**src/rtl/down_counter.sv**
```systemverilog
// Down counter from a preset value to 0 under runstop/clear/ce/load control.
// Issues a one-cycle done pulse on expiry and can optionally wrap to MAX_COUNT.
module down_counter #(
  parameter int WIDTH     = 16,
  parameter int MAX_COUNT = 9999
) (
  input  logic             clk,
  input  logic             reset,
  input  logic             runstop,
  input  logic             clear,
  input  logic             ce,
  input  logic             load,
  input  logic [WIDTH-1:0] load_value,
  input  logic             wrap_en,
  output logic [WIDTH-1:0] count_out,
  output logic             zero,
  output logic             done,
  output logic             running
);

  typedef enum logic [1:0] {
    STOP = 2'd0,
    RUN  = 2'd1,
    DONE = 2'd2
  } state_t;

  localparam logic [WIDTH-1:0] MaxCount = WIDTH'(MAX_COUNT);
  localparam logic [WIDTH-1:0] One      = WIDTH'(1);

  state_t           state_q, state_d;
  logic [WIDTH-1:0] count_q, count_d;
  logic             done_q, done_d;

  always_comb begin
    state_d = state_q;
    count_d = count_q;
    done_d  = 1'b0;
    if (clear) begin
      state_d = STOP;
      count_d = '0;
    end else if (load) begin
      state_d = STOP;
      count_d = (load_value > MaxCount) ? MaxCount : load_value;
    end else begin
      unique case (state_q)
        STOP: begin
          if (runstop && (count_q != '0 || wrap_en)) state_d = RUN;
        end
        RUN: begin
          // Losing wrap_en at zero expires silently; it is checked before ce so
          // a count of 0 is never decremented without the wrap path.
          if (!runstop) begin
            state_d = STOP;
          end else if (count_q == '0 && !wrap_en) begin
            state_d = DONE;
          end else if (ce) begin
            if (count_q > One) begin
              count_d = count_q - One;
            end else if (count_q == One) begin
              count_d = '0;
              done_d  = 1'b1;
              state_d = wrap_en ? RUN : DONE;
            end else begin
              count_d = MaxCount;
            end
          end
        end
        DONE: begin
          if (!runstop) state_d = STOP;
        end
        default: begin
          state_d = STOP;
          count_d = '0;
        end
      endcase
    end
  end

  always_ff @(posedge clk or negedge reset) begin
    if (!reset) begin
      state_q <= STOP;
      count_q <= '0;
      done_q  <= 1'b0;
    end else begin
      state_q <= state_d;
      count_q <= count_d;
      done_q  <= done_d;
    end
  end

  assign count_out = count_q;
  assign zero      = (count_q == '0);
  assign done      = done_q;
  assign running   = (state_q == RUN);

endmodule

```
**config.mk**
```make
export PLATFORM = sky130hd
export DESIGN_NAME = down_counter
export DESIGN_NICKNAME = d
export VERILOG_FILES = /design/src/rtl/down_counter.sv
export SDC_FILE = /design/constraint.sdc
export NUM_CORES = 1
export LEC_CHECK = 0
export ABC_AREA = 1
export BUFFER_PORTS_ARGS = -buffer_cell sky130_fd_sc_hd__clkbuf_2
export CORE_UTILIZATION = 53
export DETAILED_ROUTE_END_ITERATION = 6
export PLACE_DENSITY = 0.85
export SYNTH_ARGS = -nofsm -noshare
export SYNTH_HDL_FRONTEND = slang
export SYNTH_SLANG_ARGS = --single-unit
```
**constraint.sdc**
```tcl
create_clock -name clk -period 2.05 [get_ports clk]
set_input_delay 0.1025 -clock clk [delete_from_list [all_inputs] [get_ports clk]]
set_output_delay 0.1025 -clock clk [all_outputs]
set_load 0.005 [all_outputs]
```
==> metrics, run 1 <==
Worst Hold Launch=ce; most frequent cells in the layout=104 x nand2_1, 41 x clkbuf_2, 27 x nor2_1; post-layout util=0.6608; register area share after synthesis=0.2934; most common cell after layout, fill and taps aside=nand2_1; nets@finish=321; Antenna Violating Nets Remaining=0; Hold Path Sink=done; Die Footprint=3282 µm²; CTS Root Buffer Type=clkbuf_4; Slew headroom=0.6790; hpwl dp=3.053 mm; internal reg-to-reg setup slack=0.34 ns; non-filler instance count after layout=325; First-pass DRT Iterations=7; VDD IR max=288.5 µV; Starting Density=0.5728; Critical Path End Type=primary output; failing checks=DRC; area of the mapped netlist=1620 µm²; Routed wire per std cell=12.29 µm; RSZ-0062 raised after global routing=no; post-CTS setup buffer count=0; n_diodes=0; initial antenna violation count=0; CP max stage delay=0.46 ns; Hold Violations, Final=0; status=finished with violations; die width=57.29 µm; kind of path behind the tightest hold check=in -> reg; critical path type=reg -> out; Worst-Margin Slew=0.4815 ns; CTS buffer count=3; vias per cell=5.388; H-tree Lvls=1; critical-path cell list=nor2_1 > nand2_1 > nor2_4 > nand2_1 > nor3b_1 > clkbuf_2; Synth cell types=30; pwr dens=602.6 nW/µm²; largest net degree at the start of global routing=20; latest clock arrival within the worst-skew pair=0.31 ns; CP Launch Type=flop; Sum Neg Setup Slack=0 ns; fmax=538.9 MHz; fin crit period=1.856 ns; total number of vias=1751; CP max stage cell=dfrtp_1; area growth from synthesis to layout=15.37%; RR Startpoint=count_out[0]; flops & latches, synth=19; Mapped Cells=252; Rows=19; Critical Path Fanout Max=7; first-pass GRT wire length=6.893 mm; Core Region=2829 µm²; Worst Reg-to-Reg Cells=9; CTS tree=built; Syn Nets=278; worst hold margin=0.02354 ns; Sink Count=19; Tot GR Track Use=0.2685; DIE HEIGHT=57.29 µm; syn avg cell area=6.430 µm²; placer's final routability congestion estimate=0.9874; worst hold path depth=3; clk buf depth=2; worst r2r dst=count_out[11]; initial DRC count=102; CTS clk-pin slew, worst paths=0.12 ns; leak pwr=1.071 nW; input/output buffers=41; final setup violation count=0; data required time at the worst endpoint=1.95 ns; grt ovf=0; IO Pins=42; CP most frequent cell=nand2_1; layout cells sized above 1=0.2177; drt drc=8; CP arrival=1.75 ns; final slew viol count=0; Ys Warns=0; max_cap viols=0; clk_skew=0.001523 ns; fin crit share=0.9052; vias in the first global route=1579; DRT Wirelength=3.995 mm; cell count after placement=320
## registers in the layout (all words and copies together) (netlist names)
name       flops
done           1
count_out     16
state_q        2
## worst max-delay path by stage
stage,start,to,slack (ns),cells after the start
finish,count_out[13],zero,0.19,6
global route,count_out[13],zero,0.1,6
CTS,count_out[13],zero,0.23,6
detailed placement,count_out[0],count_out[11],0.37,9
global placement,count_out[0],count_out[11],0.42,9
floorplan,count_out[0],count_out[6],0.57,11
## layer usage
layer	up-vias	global-route usage	wire (µm)
li1	879	-	-
met1	797	0.3678	1838
met2	70	0.4487	1858
met3	5	0.02948	254
met4	0	0.08014	44
met5	-	0	0
## report_power, final
group          internal, W  switching [W]  total [W]
Combinational     0.000177       0.000300   0.000477
Clock            0.0000762       0.000131   0.000207
Sequential        0.000400      0.0000422   0.000443
Total             0.000653       0.000473    0.00113
## logic make-up (layout without fill, tap and decap cells)
group / after synthesis / count (layout) / synth area share
AOI/OAI and AO/OA: 24 / 24 / 0.08108
DFF: 19 / 19 / 0.2934
xor gates and xnor gates: 9 / 9 / 0.04865
adders and majority gates: 3 / 3 / 0.02317
and+or+nand+nor: 171 / 171 / 0.4834
buffers and inverters: 26 / 68 / 0.07026
## cell usage after synthesis
| cell type | instances | area share |
|---|---|---|
| inv_1 | 20 | 0.046 |
| o21bai_1 | 1 | 0.0046 |
| dfrtp_1 | 19 | 0.29 |
| nor2_1 | 27 | 0.063 |
| xor2_1 | 6 | 0.032 |
| inv_2 | 2 | 0.0046 |
| nand3b_1 | 3 | 0.014 |
| a21boi_2 | 1 | 0.0069 |
| nor2_4 | 3 | 0.021 |
| nand4_4 | 1 | 0.013 |
| nand2_1 | 104 | 0.24 |
| nor3b_1 | 1 | 0.0046 |
| a21boi_0 | 1 | 0.0046 |
| nand2_2 | 4 | 0.015 |
| nand3_1 | 10 | 0.031 |
| nand3_2 | 1 | 0.0062 |
| buf_6 | 2 | 0.014 |
| nor3_1 | 3 | 0.0093 |
| nand2_4 | 1 | 0.0069 |
| nor3_4 | 1 | 0.010 |
| ha_1 | 3 | 0.023 |
| nor3_2 | 1 | 0.0062 |
| o21ai_0 | 15 | 0.046 |
| xnor2_1 | 3 | 0.016 |
| a21oi_1 | 3 | 0.0093 |
| clkbuf_1 | 1 | 0.0023 |
| nand4_1 | 6 | 0.023 |
| nor2_2 | 5 | 0.019 |
| buf_2 | 1 | 0.0031 |
| o21ai_1 | 3 | 0.0093 |
## through the flow
step	worst slack, ns	instance area, µm²	power (W)
floorplan	0.5708	1620	0.0007918
global placement	0.4209	1833	0.0009100
detailed placement	0.3661	1833	0.0009185
CTS	0.2342	1869	0.001121
global route	0.09839	1869	0.001208
finish	0.1943	1869	0.001126
## timing repair
| item | 4_1_cts | 5_1_grt |
|---|---|---|
| endpoints found under the setup margin | 0 | 0 |
| gates resized for setup | 0 | 0 |
| hold buffers | 1 | 0 |
| endpoints found under the hold margin | 19 | 0 |
## critical path, delay by kind of cell (launching register included)
family                 cells  cell delay [ns]
AND/OR/NAND/NOR            5             0.84
buffers and inverters      1             0.15
flip-flops                 1             0.46
## cell type report
type	count	area, µm²
inverter	22	82.58
fill	288	959.7
timing repair buffer	42	215.2
tap	31	38.79
sequential	19	475.5
clock buffer	4	26.28
multi-input combinational	207	1031
Note: power is estimated with default switching activity, not from simulation.
==> run 2, diff against run 1 <==
--- a/config.mk
+++ b/config.mk
@@ -5,9 +5,8 @@
 export SDC_FILE = /design/constraint.sdc
 export NUM_CORES = 1
 export LEC_CHECK = 0
-export ABC_AREA = 1
 export BUFFER_PORTS_ARGS = -buffer_cell sky130_fd_sc_hd__clkbuf_2
-export CORE_UTILIZATION = 53
+export CORE_UTILIZATION = 52
 export DETAILED_ROUTE_END_ITERATION = 6
 export PLACE_DENSITY = 0.85
 export SYNTH_ARGS = -nofsm -noshare
==> run 2 against run 1 <==
The run ends with setup timing left. Worst hold slack got worse by 0.018 ns. Sequential power decreased by 7.0%. Cell area increased by 14%. Die area decreased by 5.2%. Clock power increased by 5%. Synthesized area decreased by 7.2%. Fmax decreased by 12%. Utilization increased by 11 points. First-iteration DRC count increased by 38%. Critical path type is now reg -> reg. Non-clock buffer count increased by 38. Critical path depth decreased by 1.
==> metrics, run 2 <==
status=finished with violations; failing checks=setup timing; worst hold margin=0.005054 ns; register area share after synthesis=0.3161; clk_skew=0.01991 ns; Sw Pwr=0.0004340 W; kind of path behind the tightest hold check=in -> reg; sw frac=0.3850; fin crit share=1.028; RR Startpoint=count_out[11]; Synth area leader=dfrtp_1; Core Region=2758 µm²; Worst Reg-to-Reg Cells=5; Synth cell types=55; area of the mapped netlist=1504 µm²; final slew viol count=0; Die Footprint=3111 µm²; Mapped Cells=181; area growth from synthesis to layout=41.85%; area fraction of the dominant cell type after synthesis=0.3161; IO Pins=42; Sum Neg Setup Slack=-0.4020 ns; Slew headroom=0.6090; Syn Nets=207; VDD IR max=423.8 µV; DIE HEIGHT=55.78 µm; fmax=474.4 MHz; H-tree Lvls=1; internal reg-to-reg setup slack=-0.06 ns; share of synthesized registers carrying an async set or reset=1.000; crit path to=count_out[11]; clock group share of total power=0.193; first-pass GRT wire length=8.093 mm; placer's final routability congestion estimate=0.9346; pwr dens=528.4 nW/µm²; worst hold path depth=3; most instantiated cells after synthesis=19 x dfrtp_1, 19 x nand2_1, 15 x nor2_1; Critical Path End Type=flop; total number of vias=1897; P_int=0.0006932 W; RSZ-0062 raised after global routing=yes; input/output buffers=41; data required time at the worst endpoint=2.28 ns; Starting Density=0.5454; grt ovf=0; nets@finish=287; CTS Root Buffer Type=clkbuf_4; flops & latches, synth=19; leak pwr=0.9973 nW; CP arrival=2.34 ns; DRT Wirelength=5.125 mm; Rows=19; Critical path origin=count_out[11]; sequential group share of total power=0.366; syn avg cell area=8.309 µm²; initial DRC count=141; initial antenna violation count=0; most common cell after layout, fill and taps aside=clkbuf_2; worst setup margin=-0.05799 ns; n_diodes=0; final setup violation count=12; pre-CTS WS=-0.1180 ns; max_cap viols=0; max FFs per register=16; main flop type after synthesis=dfrtp_1; Tot GR Track Use=0.3325; Pwr Total=0.001127 W; die width=55.78 µm; hpwl dp=3.718 mm; critical path type=reg -> reg; latest clock arrival within the worst-skew pair=0.33 ns; fin crit period=2.108 ns; vias in the first global route=1778; vias per cell=6.519; CTS clk-pin slew, worst paths=0.14 ns; largest net degree at the start of global routing=20; Routed wire per std cell=17.61 µm; post-layout util=0.7736; Ys Warns=0; Area contributors post-synth=dfrtp_1 32%, nand2_1 4.7%, nor2_1 3.7%, a21oi_1 3.7%, o21ai_0 3.7%; Antenna Violating Nets Remaining=0; Worst-Margin Slew=0.5839 ns; Hold Violations, Final=0; most frequent cells in the layout=41 x clkbuf_2, 35 x buf_4, 19 x dfrtp_1; CTS buffer count=3; Comb pwr share=0.441; clk buf depth=2; First-pass DRT Iterations=7; worst r2r dst=count_out[11]; Sink Count=19; drt drc=0; number of flops mapped to enable cells by yosys=0; layout cells sized above 1=0.4154; CTS tree=built; CP Launch Type=flop; Critical Path Fanout Max=4
-- run 2: changes by cell type after synthesis, moves of 4 or more --
cell and delta:
xor2_1 -5, nor2_1 -12, nor2_2 -5, nand4_1 -4, nand3_1 -8, nor3_1 +5
inv_1 -11, nand2_1 -85, o31ai_1 +4, nor4_1 +7, o21ai_0 -4, a21oi_1 +8
-- run 2: area by class of cell --
class,count,area [µm²]
fillers,216,624.3
multi-input cells,148,1037
clock buffers,3,22.52
flip-flops and latches,19,475.5
well taps,31,38.79
inverters,9,33.78
clock inverters,1,5.005
repair buffers,80,520.5
-- run 2: worst max-delay path, stage by stage (launching register included) --
cell and delay (ns):
dfrtp_1 0.40, or4_4 0.55, or3_4 0.39, o31ai_4 0.27
o21ai_1 0.10, a221o_1 0.29
-- run 2: kinds of logic (layout without fill, tap and decap cells) --
logic type      Yosys count  after routing  synth area share
compound gates           65             65            0.3195
xor+xnor                  2              2           0.01165
fa+ha+maj                 3              3           0.02496
buf+inv                  14             93           0.03910
flops                    19             19            0.3161
simple gates             78             78            0.2887
-- run 2: metal layers --
layer / wire length, µm / track usage / vias to the layer above
li1: - / - / 855
met1: 1908 / 0.4288 / 902
met2: 2572 / 0.5577 / 126
met3: 534 / 0.05116 / 14
met4: 110 / 0.1321 / 0
met5: 0 / 0 / -
-- run 2: how the worst min path moves through the flow --
stage,startpoint,endpoint
3_5_place_dp,reset,state_q[1]
6_report,load_value[4],count_out[4]
4_1_cts,load_value[4],count_out[4]
2_1_floorplan,reset,count_out[0]
5_1_grt,load_value[4],count_out[4]
3_3_place_gp,reset,state_q[0]
-- run 2: repair_timing --
| action | CTS | global route |
|---|---|---|
| hold endpoints to repair | 19 | 0 |
| endpoints found under the setup margin | 11 | 16 |
| hold buffers | 1 | 0 |
| pin swaps | 4 | 6 |
| setup buffers | 4 | 2 |
| resized for setup | 6 | 8 |
-- run 2: power by group through the flow --
stage                     sequential [W]  combinational [W]  clock [W]
after floorplan                 0.000433           0.000232          0
after global placement          0.000418           0.000426          0
after detailed placement        0.000419           0.000437          0
after CTS                       0.000411           0.000459   0.000213
after global routing            0.000415           0.000533   0.000225
final                           0.000412           0.000497   0.000218
-- run 2: per-stage QoR --
| step | instance area (µm²) | cells |
|---|---|---|
| 6_report | 2133 | 291 |
| 5_1_grt | 2133 | 291 |
| 4_1_cts | 2083 | 289 |
| 3_5_place_dp | 1991 | 280 |
| 3_3_place_gp | 1991 | 280 |
| 2_1_floorplan | 1521 | 181 |
